$ cat src/rtl/mersenne_pkg.sv
// Shared types and fold arithmetic for reduction modulo M = 2^W - 1.
// Functions take W at run time so one package serves every instance width.
package mersenne_pkg;

  localparam int unsigned W_DEFAULT = 13;

  typedef logic [W_DEFAULT-1:0]   residue_t;
  typedef logic [2*W_DEFAULT-1:0] product_t;
  typedef logic [W_DEFAULT:0]     fold_sum_t;

  function automatic logic [32:0] mersenne_m(input int unsigned w);
    return (33'd1 << w) - 33'd1;
  endfunction

  // s is a (w+1)-bit sum; the carry re-enters at bit 0 because 2^w == 1 mod M.
  // The result can be at most M, never wider than w bits.
  function automatic logic [31:0] mersenne_fold_fn(input logic [32:0] s, input int unsigned w);
    logic [32:0] m;
    logic [32:0] y;
    m = mersenne_m(w);
    y = (s & m) + ((s >> w) & 33'd1);
    if (y == m) begin
      return 32'd0;
    end else begin
      return y[31:0];
    end
  endfunction

endpackage

$ cat src/rtl/mersenne_fold.sv
// Combinational fold of a (W+1)-bit sum to the canonical residue 0..M-1.
module mersenne_fold
  import mersenne_pkg::*;
#(
  parameter int unsigned W = W_DEFAULT
) (
  input  logic [W:0]   s,
  output logic [W-1:0] r
);

  assign r = W'(mersenne_fold_fn(33'(s), W));

endmodule

$ cat src/rtl/mersenne_mod_pipe.sv
// Two-stage streaming reducer mod 2^W - 1 with valid/ready on both sides.
// Optional packet accumulation is built when MERSENNE_PIPE_ACC_EN is defined.
module mersenne_mod_pipe
  import mersenne_pkg::*;
#(
  parameter int unsigned W = W_DEFAULT
) (
  input  logic           clk,
  input  logic           rst_n,
  input  logic           in_valid,
  output logic           in_ready,
  input  logic [2*W-1:0] in_data,
  input  logic           in_last,
  output logic           out_valid,
  input  logic           out_ready,
  output logic [W-1:0]   out_data
);

  logic [W:0]   s1_sum_q, s1_sum_d;
  logic         v1_q, v1_d;
  logic         out_valid_q, out_valid_d;
  logic [W-1:0] out_data_q, out_data_d;
  logic         adv2_s;
  logic         accept_s;
  logic [W-1:0] r_s;

`ifdef MERSENNE_PIPE_ACC_EN
  logic         s1_last_q, s1_last_d;
  logic [W-1:0] acc_q, acc_d;
  logic [W:0]   acc_sum_s;
  logic [W-1:0] acc_fold_s;
`else
  logic         unused_in_last_s;
  assign unused_in_last_s = in_last;
`endif

  assign adv2_s   = !out_valid_q || out_ready;
  assign in_ready = !v1_q || adv2_s;
  assign accept_s = in_valid && in_ready;

  assign out_valid = out_valid_q;
  assign out_data  = out_data_q;

  mersenne_fold #(.W(W)) u_fold_s2 (
    .s (s1_sum_q),
    .r (r_s)
  );

`ifdef MERSENNE_PIPE_ACC_EN
  assign acc_sum_s = {1'b0, acc_q} + {1'b0, r_s};

  mersenne_fold #(.W(W)) u_fold_acc (
    .s (acc_sum_s),
    .r (acc_fold_s)
  );
`endif

  // Stage 1: capture the first-level fold of an accepted beat.
  always_comb begin
    v1_d     = v1_q;
    s1_sum_d = s1_sum_q;
`ifdef MERSENNE_PIPE_ACC_EN
    s1_last_d = s1_last_q;
`endif
    if (accept_s) begin
      v1_d     = 1'b1;
      s1_sum_d = {1'b0, in_data[2*W-1:W]} + {1'b0, in_data[W-1:0]};
`ifdef MERSENNE_PIPE_ACC_EN
      s1_last_d = in_last;
`endif
    end else if (adv2_s) begin
      v1_d = 1'b0;
    end else begin
      v1_d = v1_q;
    end
  end

  // Stage 2: finish the fold (and accumulate) into the output register.
  always_comb begin
    out_valid_d = out_valid_q && !out_ready;
    out_data_d  = out_data_q;
`ifdef MERSENNE_PIPE_ACC_EN
    acc_d = acc_q;
`endif
    if (v1_q && adv2_s) begin
`ifdef MERSENNE_PIPE_ACC_EN
      if (s1_last_q) begin
        out_data_d  = acc_fold_s;
        out_valid_d = 1'b1;
        acc_d       = {W{1'b0}};
      end else begin
        acc_d = acc_fold_s;
      end
`else
      out_data_d  = r_s;
      out_valid_d = 1'b1;
`endif
    end else begin
      out_data_d = out_data_q;
    end
  end

  // Pipeline state registers.
  always_ff @(posedge clk or negedge rst_n) begin
    if (!rst_n) begin
      v1_q        <= 1'b0;
      s1_sum_q    <= {(W+1){1'b0}};
      out_valid_q <= 1'b0;
      out_data_q  <= {W{1'b0}};
`ifdef MERSENNE_PIPE_ACC_EN
      s1_last_q   <= 1'b0;
      acc_q       <= {W{1'b0}};
`endif
    end else begin
      v1_q        <= v1_d;
      s1_sum_q    <= s1_sum_d;
      out_valid_q <= out_valid_d;
      out_data_q  <= out_data_d;
`ifdef MERSENNE_PIPE_ACC_EN
      s1_last_q   <= s1_last_d;
      acc_q       <= acc_d;
`endif
    end
  end

endmodule
$ cat config.mk
export PLATFORM = sky130hd
export DESIGN_NAME = mersenne_mod_pipe
export DESIGN_NICKNAME = d
export VERILOG_FILES = /design/src/rtl/mersenne_pkg.sv /design/src/rtl/mersenne_fold.sv /design/src/rtl/mersenne_mod_pipe.sv
export SDC_FILE = /design/constraint.sdc
export NUM_CORES = 1
export LEC_CHECK = 0
export CAP_MARGIN = 10
export CORE_MARGIN = 2
export CORE_UTILIZATION = 25
export DETAILED_ROUTE_END_ITERATION = 6
export PLACE_DENSITY = 0.47
export SLEW_MARGIN = 20
export SYNTH_ARGS = -nofsm -noshare
export SYNTH_HDL_FRONTEND = slang
export SYNTH_SLANG_ARGS = --single-unit
$ cat constraint.sdc
create_clock -name clk -period 2.31 [get_ports clk]
set_input_delay 0.231 -clock clk [delete_from_list [all_inputs] [get_ports clk]]
set_output_delay 0.231 -clock clk [all_outputs]
set_load 0.005 [all_outputs]
==> flow_summary.ini <==
[timing]
fin_crit_ps = 2278
timing.final.ws_setup_ps = 32.12
max_clock_freq_ghz = 0.4390
fin_skew_ps = 4.371
setup-violations-final = 0
fin_crit_sh = 0.9861
rsz0062_at_grt = true
setup-tns-final_ps = 0
tightest_slew_ps = 663.9
slew_headroom = 0.5528
finalHoldViolCount = 0
maxSlewViolCount = 0

[outcome]
status = finished, final reports clean

[run]
drv_cap = 0

[yosys]
synth_top_cell_area_share = 0.3496
synthTopCellsByArea = dfrtp_1 (35%), ha_1 (9.0%), nand2_1 (6.9%)
synth-main-ff-cell = dfrtp_1
synth_warnings = 0
synth-async-reset-ratio = 1.000
synth_seq_area_share = 0.3496
synth_fp_nets = 287
synth_cells = 240
avgSynthCellArea_um2 = 8.649
synth-seq-cells = 29
synth_cell_types = 42
synth_area_mm2 = 0.002076
synth_edf_count = 0
yosys.area.top_type = dfrtp_1

[worst_setup_path]
crit_start = s1_sum_q[13]$_DFFE_PN0P_
startpoint_type = register
reg2regPathDepth = 8
regToRegStartpoint = s1_sum_q[13]$_DFFE_PN0P_
cp_max_fo = 6
crit_arrival_ps = 2440
end_kind = register
reg2reg_to = out_data[8]$_DFFE_PN0P_
endpoint = out_data[8]$_DFFE_PN0P_
cp_data_required_time_ps = 2470
reg2reg_slack_ps = 30
worstSetupPathType = register to register

[min_path]
holdCritPathClass = input port to async pin

[cts]
ctsLongestPathBuffers = 2
path_clk_slew_ps = 60
cts_root_buffer = clkbuf_8
cts_tree = yes
clk_latency_ps = 280
cts_buffers = 5
cts_hold_buf = 0
htree_levels = 2
clock_sinks = 29

[final_layout]
diodes = 0
area_delta_synth_final_pct = 38.82
drive_above_1_share = 0.1405
design_area_mm2 = 0.002882
stdcell_count = 404
fin_nets = 346

[floorplan]
coreArea_mm2 = 0.008134
row_count = 33
die_h_um = 95.12
die_x_um = 95.12
io_pins = 46
initial_core_util = 0.2552
die_area_mm2 = 0.009048

[drt]
drt_wl_total_um = 4630
route.vias.total = 1848
drc = 0
first_pass_iters = 4
via_per_inst = 4.574
post_drt_wl_per_cell_um = 11.46
antenna_left = 0
drt_iter0_markers = 54

[place]
port_buffers = 44
place_area_mm2 = 0.002718
globalplace.congestion = 0.7950
dp_cells = 395
hpwl_um = 3714
dp_slack_ps = -279.2

[global_route]
grt_pass1_vias = 1687
grt_max_degree = 30
gr-total-overflow = 0
grt_pass1_wl_um = 7603
grt_use_total = 0.1061
antenna_found_initial = 0

[power_and_ir_drop]
vdd_drop_max_uv = 218.0
power.leakage_nw = 1.167
powerDensity_mw_per_mm2 = 647.1
report_power, final:
| group | leakage [nW] | internal (mW) | switching (mW) |
|---|---|---|---|
| combinational | 0.765 | 0.410 | 0.295 |
| sequential | 0.358 | 0.629 | 0.116 |
| clock | 0.0443 | 0.236 | 0.178 |
cells in the final DEF, fill, tap and decap left out, drive strengths merged, types with 2 or more instances in the layout:
cell type      count
clkdlybuf4s50     44
nand2             38
dfrtp             29
o21ai             24
buf               15
ha                15
nand3             15
xnor2             12
nor2              10
xor2              10
a21oi              9
nand2b             8
and2               8
inv                7
clkbuf             7
nand4              6
a21boi             5
or2                4
nor4               4
a211o              2
a31oi              2
o21a               2
nor2b              2
a22o               2
a211oi             2
and3               2
timing repair:
action                                  4_1_cts  5_1_grt
buffers inserted                              0        1
cloned                                        0        1
gates resized for setup                       1       14
pin swaps                                     1        4
endpoints found under the setup margin       13       14
cell usage after synthesis (all sizes together) (2+ instances only):
cell,number
a211oi,2
clkbuf,7
a21oi,9
a31oi,2
dfrtp,29
nand2b,8
and2,8
and3,2
a211o,2
nor2,10
o21a,2
nand4,6
inv,7
a21boi,5
nand3,14
o21ai,24
nor2b,2
nor4,4
xor2,10
nand2,38
ha,15
xnor2,12
or2,4
a22o,2
cells by family (layout without fill, tap and decap cells):
family,Yosys count,in the layout,share of synthesized area
and+or+nand+nor,101,102,0.2459
adders and majority gates,16,16,0.1001
buffers and inverters,15,73,0.03075
AOI/OAI and AO/OA,57,57,0.1808
DFF,29,29,0.3496
xor gates and xnor gates,22,22,0.09282
routing by layer:
layer	track usage	part of all wire	vias to the layer above
met3	0.02451	0.041	2
met4	0.02899	0.0043	0
met2	0.1808	0.47	39
met1	0.1341	0.49	843
li1	-	-	964
met5	0	0	-
worst max-delay path, stage by stage, from the launching register on:
cell,delay (ps)
dfrtp_1,400
ha_2,200
ha_4,180
xor2_2,140
nand4_1,110
or3_4,410
a2111oi_4,350
nand3_2,190
and2_1,190
metrics by stage:
stage	power (mW)	hold WS (ps)	util
5_1_grt	2.016	365.9	0.3543
4_1_cts	1.848	348.8	0.3456
3_5_place_dp	1.422	484.2	0.3341
2_1_floorplan	1.090	-64.59	-
6_report	1.865	338.5	0.3543
3_3_place_gp	1.414	486.1	0.3341
how the worst min path moves through the flow:
stage / startpoint / to / slack (ps) / cells after the start
floorplan: rst_n / out_data[0]$_DFFE_PN0P_ / -60 / 0
global placement: s1_sum_q[0]$_DFFE_PN0P_ / s1_sum_q[0]$_DFFE_PN0P_ / 490 / 2
detailed placement: s1_sum_q[0]$_DFFE_PN0P_ / s1_sum_q[0]$_DFFE_PN0P_ / 480 / 2
CTS: rst_n / out_data[2]$_DFFE_PN0P_ / 350 / 2
global route: rst_n / v1_q$_DFFE_PN0P_ / 370 / 2
finish: rst_n / out_data[1]$_DFFE_PN0P_ / 340 / 2
state kept, by name, indices dropped and copies added (netlist names):
| register | cells |
|---|---|
| out_data | 13 |
| out_valid | 1 |
| s1_sum_q | 14 |
| v1_q | 1 |
final cells by class:
class	count	area, um^2
Sequential cell	29	725.7
Tap cell	105	131.4
Fill cell	869	5253
Inverter	7	26.28
Multi-Input combinational cell	197	1359
Clock buffer	7	86.33
Timing Repair Buffer	59	553.0
No activity file was read; power rests on OpenSTA's default activity.
